$ cat src/rtl/clk_rst_sequencer.sv
// clk_rst_sequencer
//   Turns the clock generator's lock indication into staged, glitch-free
//   active-low resets for the NPU. The peripheral/AXI reset releases first and
//   the compute-core reset follows a fixed number of cycles later. Lock loss
//   re-asserts everything and is recorded in a sticky flag and a saturating
//   counter. Software can pulse a core-only reset while running.
//
// Ports
//   clk            system clock
//   rst_n          asynchronous active-low reset
//   locked_in      clock generator lock, asynchronous to clk
//   sw_rst_req     software core-reset request (single-cycle pulse, RUN only)
//   clr_lost       clears lock_lost and lock_loss_cnt
//   periph_rst_n   peripheral reset, active low, registered
//   core_rst_n     core reset, active low, registered
//   sys_ready      both resets released and system running, registered
//   lock_lost      sticky lock-loss flag
//   lock_loss_cnt  saturating lock-loss event count
//
// State       | meaning
// ------------+------------------------------------------------------------
// IDLE        | all resets asserted, qualifying lock stability
// REL_PERIPH  | peripheral reset released, timing the stage delay to core
// RUN         | all resets released, sys_ready high
// SW_HOLD     | core held in reset on software request, peripherals running

module clk_rst_sequencer #(
   parameter int SYNC_STAGES        = 2,
   parameter int LOCK_STABLE_CYCLES = 16,
   parameter int STAGE_DELAY        = 8,
   parameter int SW_RST_CYCLES      = 4,
   parameter int CNT_W              = 8
) (
   input  logic             clk,
   input  logic             rst_n,
   input  logic             locked_in,
   input  logic             sw_rst_req,
   input  logic             clr_lost,
   output logic             periph_rst_n,
   output logic             core_rst_n,
   output logic             sys_ready,
   output logic             lock_lost,
   output logic [CNT_W-1:0] lock_loss_cnt
);

   localparam int STAB_W  = $clog2(LOCK_STABLE_CYCLES + 1);
   localparam int DLY_MAX = (STAGE_DELAY > SW_RST_CYCLES) ? STAGE_DELAY : SW_RST_CYCLES;
   localparam int DLY_W   = $clog2(DLY_MAX + 1);

   typedef enum logic [1:0] {
      IDLE       = 2'd0,
      REL_PERIPH = 2'd1,
      RUN        = 2'd2,
      SW_HOLD    = 2'd3
   } state_t;

   logic [SYNC_STAGES-1:0] sync_q;
   logic                   locked_s;

   state_t             state_q, state_d;
   logic [STAB_W-1:0]  stab_q, stab_d;
   logic [DLY_W-1:0]   dly_q, dly_d;
   logic               periph_d, core_d, ready_d, lost_d;
   logic [CNT_W-1:0]   cnt_d;

   always_ff @(posedge clk or negedge rst_n) begin
      if (!rst_n) begin
         sync_q <= '0;
      end else begin
         sync_q <= {sync_q[SYNC_STAGES-2:0], locked_in};
      end
   end

   assign locked_s = sync_q[SYNC_STAGES-1];

   always_ff @(posedge clk or negedge rst_n) begin
      if (!rst_n) begin
         state_q       <= IDLE;
         stab_q        <= '0;
         dly_q         <= '0;
         periph_rst_n  <= 1'b0;
         core_rst_n    <= 1'b0;
         sys_ready     <= 1'b0;
         lock_lost     <= 1'b0;
         lock_loss_cnt <= '0;
      end else begin
         state_q       <= state_d;
         stab_q        <= stab_d;
         dly_q         <= dly_d;
         periph_rst_n  <= periph_d;
         core_rst_n    <= core_d;
         sys_ready     <= ready_d;
         lock_lost     <= lost_d;
         lock_loss_cnt <= cnt_d;
      end
   end

   always_comb begin
      state_d  = state_q;
      stab_d   = stab_q;
      dly_d    = dly_q;
      periph_d = periph_rst_n;
      core_d   = core_rst_n;
      ready_d  = sys_ready;
      lost_d   = lock_lost;
      cnt_d    = lock_loss_cnt;

      if (clr_lost) begin
         lost_d = 1'b0;
         cnt_d  = '0;
      end

      case (state_q)
         IDLE: begin
            periph_d = 1'b0;
            core_d   = 1'b0;
            ready_d  = 1'b0;
            if (locked_s) begin
               if (stab_q == STAB_W'(LOCK_STABLE_CYCLES - 1)) begin
                  state_d  = REL_PERIPH;
                  periph_d = 1'b1;
                  stab_d   = '0;
                  dly_d    = DLY_W'(STAGE_DELAY - 1);
               end else begin
                  stab_d = stab_q + STAB_W'(1);
               end
            end else begin
               stab_d = '0;
            end
         end
         REL_PERIPH: begin
            if (dly_q == '0) begin
               state_d = RUN;
               core_d  = 1'b1;
               ready_d = 1'b1;
            end else begin
               dly_d = dly_q - DLY_W'(1);
            end
         end
         RUN: begin
            if (sw_rst_req) begin
               state_d = SW_HOLD;
               core_d  = 1'b0;
               ready_d = 1'b0;
               dly_d   = DLY_W'(SW_RST_CYCLES - 1);
            end
         end
         SW_HOLD: begin
            // Requests arriving here are ignored; the hold timer never reloads.
            if (dly_q == '0) begin
               state_d = RUN;
               core_d  = 1'b1;
               ready_d = 1'b1;
            end else begin
               dly_d = dly_q - DLY_W'(1);
            end
         end
         default: state_d = IDLE;
      endcase

      // Lock loss overrides everything above, including sw_rst_req and
      // clr_lost (a coincident clear still leaves a count of one).
      if (state_q != IDLE && !locked_s) begin
         state_d  = IDLE;
         periph_d = 1'b0;
         core_d   = 1'b0;
         ready_d  = 1'b0;
         stab_d   = '0;
         dly_d    = '0;
         lost_d   = 1'b1;
         if (clr_lost)
            cnt_d = CNT_W'(1);
         else if (&lock_loss_cnt)
            cnt_d = lock_loss_cnt;
         else
            cnt_d = lock_loss_cnt + CNT_W'(1);
      end
   end

endmodule

$ cat config.mk
export PLATFORM = sky130hd
export DESIGN_NAME = clk_rst_sequencer
export DESIGN_NICKNAME = d
export VERILOG_FILES = /design/src/rtl/clk_rst_sequencer.sv
export SDC_FILE = /design/constraint.sdc
export NUM_CORES = 1
export LEC_CHECK = 0
export ABC_AREA = 1
export ABC_CLOCK_PERIOD_IN_PS = 1200
export CAP_MARGIN = 25
export CORE_UTILIZATION = 48
export DETAILED_ROUTE_END_ITERATION = 8
export PLACE_DENSITY = 0.76
export SKIP_CTS_REPAIR_TIMING = 1
export SLEW_MARGIN = 20
export SYNTH_ARGS = -nofsm -noshare
export SYNTH_HDL_FRONTEND = slang
export SYNTH_SLANG_ARGS = --single-unit
$ cat constraint.sdc
create_clock -name clk -period 1.2 [get_ports clk]
set_input_delay 0.12 -clock clk [delete_from_list [all_inputs] [get_ports clk]]
set_output_delay 0.12 -clock clk [all_outputs]
set_load 0.01 [all_outputs]
==> reports/results.txt <==
Global route overflow - 0
Cell area after synthesis - 1270 sq um
Routed via count - 1282
Total Wirelength - 3.45 mm
Synth area leaders - dfrtp_1 47%, nand2_1 13%, inv_1 5.0%, nor2_1 4.4%, nand3_1 4.3%
NetSw - 1.42 mW
Final Hold Violating Endpoints - 0
Leading area contributor after synthesis - dfrtp_1
H-tree lvl count - 1
Yosys warns - 0
Clk sinks - 24
Vias in the first global route - 1155
Global Route Usage Sum - 0.231
Final WS setup - -0.157 ns
Die area - 2860 sq um
XOR/XNOR Fraction of Synth Area - 0
Routed Antenna Nets - 0
Worst setup EP type - flop
RSZ-0062 raised after global routing - yes
Max_slew headroom - 0.784
Maximum clock rate - 737 MHz
Vias per cell - 5.62
Cell area power density - 1720 nW/um^2
Worst reg2reg path depth - 8
Tmin final - 1.36 ns
Final Max Slew Viols - 0
Clk slew on worst S/H paths - 0.13 ns
Critical path arrival - 1.61 ns
Diode count - 0
Multiplexer share of the synthesized area - 0
Sequential area share after synthesis - 0.472
Top cells by count, synth - 43 x nand2_1, 24 x dfrtp_1, 17 x inv_1, 15 x nor2_1, 11 x nand3_1
Tot Pwr - 3.29 mW
Antenna violations before repair - 0
Tightest Pin Transition - 0.323 ns
Reg2reg start - lock_loss_cnt[1]
CP required - 1.45 ns
Leak - 1.09 nW
Startpoint Class - flop
Commonest register cell after synthesis - dfrtp_1
Clock root buffer - clkbuf_4
Clock Path Buffers - 2
Core ar. - 2500 sq um
Yosys cell types - 23
Setup Skew - 0.00447 ns
Hold Crit Class - in -> async
Largest net degree at the start of global routing - 25
Hpwl dp - 2.12 mm
Status - finished, violations left
TritonCTS clock tree - done
Row cnt - 18
# setup viols final - 14
Multi-input gate area - 805 sq um
Worst Setup EP - lock_loss_cnt[2]
Seq pwr share - 0.365
Worst r2r dst - lock_loss_cnt[2]
Final period utilization - 1.13
DRC - 0
Die H - 53.5 um
Pre-Repair DR Iteration Count - 4
Top-count cell post-synth - nand2_1
Initial Util - 0.509
R2r setup slk - -0.16 ns
Worst Setup SP - lock_loss_cnt[1]
Gate Count Post-Synth - 158
Skew-Pair Late Insertion Delay - 0.31 ns
Layout cells sized above 1 - 0.389
IO Port Bufs - 16
Area growth from synthesis to layout - 50.4%
Post-synth EDFFs - 0
Largest family of logic cells by synthesized area - simple AND/OR/NAND/NOR gates
Adder-cell share of the synthesized area - 0.0394
Synth Area per Inst - 8.05 sq um
Comb pwr share - 0.528
CP max FO - 8
Die width - 53.5 um
Crit path kind - reg -> reg
Net Count, Synth - 167
Synthesized flop and latch total - 24
Simple-Gate Fraction of Synth Area - 0.345
Final Wtd Congestion - 0.916
Int Pwr - 1.87 mW
Setup_tns - -1.71 ns
Initial DRC count - 66
DR WL/cell - 15.1 um
Maximum VDD drop - 1.37 mV
Synth Area in Compound Gates - 0.0797
First-pass GRT wire length - 4.71 mm
Sw frac - 0.432
Yosys top cell area share - 0.472
Final nets - 209
Max Cap Viol - 0
# IOs - 17
Violated checks - setup timing
# fillers - 170
Seq. cell area - 603 sq um
Ys async rst share - 1.00
Clock buffer count from CTS - 3
Clock power frac - 0.108
critical path, cell delays in order (launching register included):
cell     delay (ns)
dfrtp_1        0.39
buf_6          0.11
ha_4           0.13
nand2_4        0.06
nor2_4         0.17
nand3_4        0.16
nand2_8        0.15
nand2_2        0.06
o21ai_2        0.06
layout make-up:
type	instances	share of cell area
Multi-Input combinational cell	114	0.421
Tap cell	30	0.0196
Sequential cell	24	0.315
Clock buffer	3	0.0118
Inverter	18	0.0366
Timing Repair Buffer	39	0.196
per-layer routing:
layer / GRT usage / vias to the layer above / wire [um] / share of wire
met5: 0 / - / 0 / 0
met4: 0.105 / 0 / 89 / 0.026
met3: 0.0259 / 12 / 217 / 0.063
li1: - / 596 / - / -
met1: 0.253 / 610 / 1280 / 0.37
met2: 0.433 / 64 / 1860 / 0.54
power groups by stage:
stage,Sequential (mW),Clock (mW),Combinational [mW]
3_5_place_dp,1.15,0,1.31
2_1_floorplan,1.19,0,0.721
5_1_grt,1.22,0.392,1.87
6_report,1.20,0.355,1.73
3_3_place_gp,1.14,0,1.26
4_1_cts,1.14,0.362,1.32
flip-flops by register name (all words and copies together) (netlist names):
name / cells
lock_loss_cnt: 8
stab_q: 5
dly_q: 4
state_q: 2
sync_q: 2
lock_lost: 1
periph_rst_n: 1
sys_ready: 1
logic make-up (layout without fill, tap and decap cells):
logic type	count (synthesis)	after routing
buffers and inverters	20	60
AO/OA/AOI/OAI	19	19
flip-flops	24	24
AND/OR/NAND/NOR	91	91
adder cells (fa/ha/maj)	4	4
worst min-delay path by stage:
stage	to	start	slack, ns
after global routing	lock_loss_cnt[4]	rst_n	0.20
after detailed placement	sync_q[1]	sync_q[0]	0.34
after CTS	lock_loss_cnt[4]	rst_n	0.16
after floorplan	dly_q[0]	rst_n	-0.18
after global placement	sync_q[1]	sync_q[0]	0.34
final	lock_loss_cnt[5]	rst_n	0.15
cell usage in the layout, fill, tap and decap left out, drive strengths merged:
cell type	count
nor3	3
nand3b	1
clkdlybuf4s50	4
nand4	7
o211a	1
or2	2
a21oi	9
ha	4
dlymetal6s2s	11
a31oi	1
clkbuf	4
inv	18
o21ai	8
nand2	48
nand3	12
nor2	18
buf	23
dfrtp	24
stage by stage:
step	setup WS, ns	utilization	std cells	hold slack (ns)	instance area [sq um]
after floorplan	-0.0475	-	158	-0.176	1280
after global placement	-0.0692	0.636	218	0.337	1590
after detailed placement	-0.118	0.636	218	0.342	1590
after CTS	-0.269	0.645	221	0.157	1610
after global routing	-0.236	0.765	228	0.200	1910
final	-0.157	0.765	228	0.148	1910
Power figures use the tool's default switching activity.
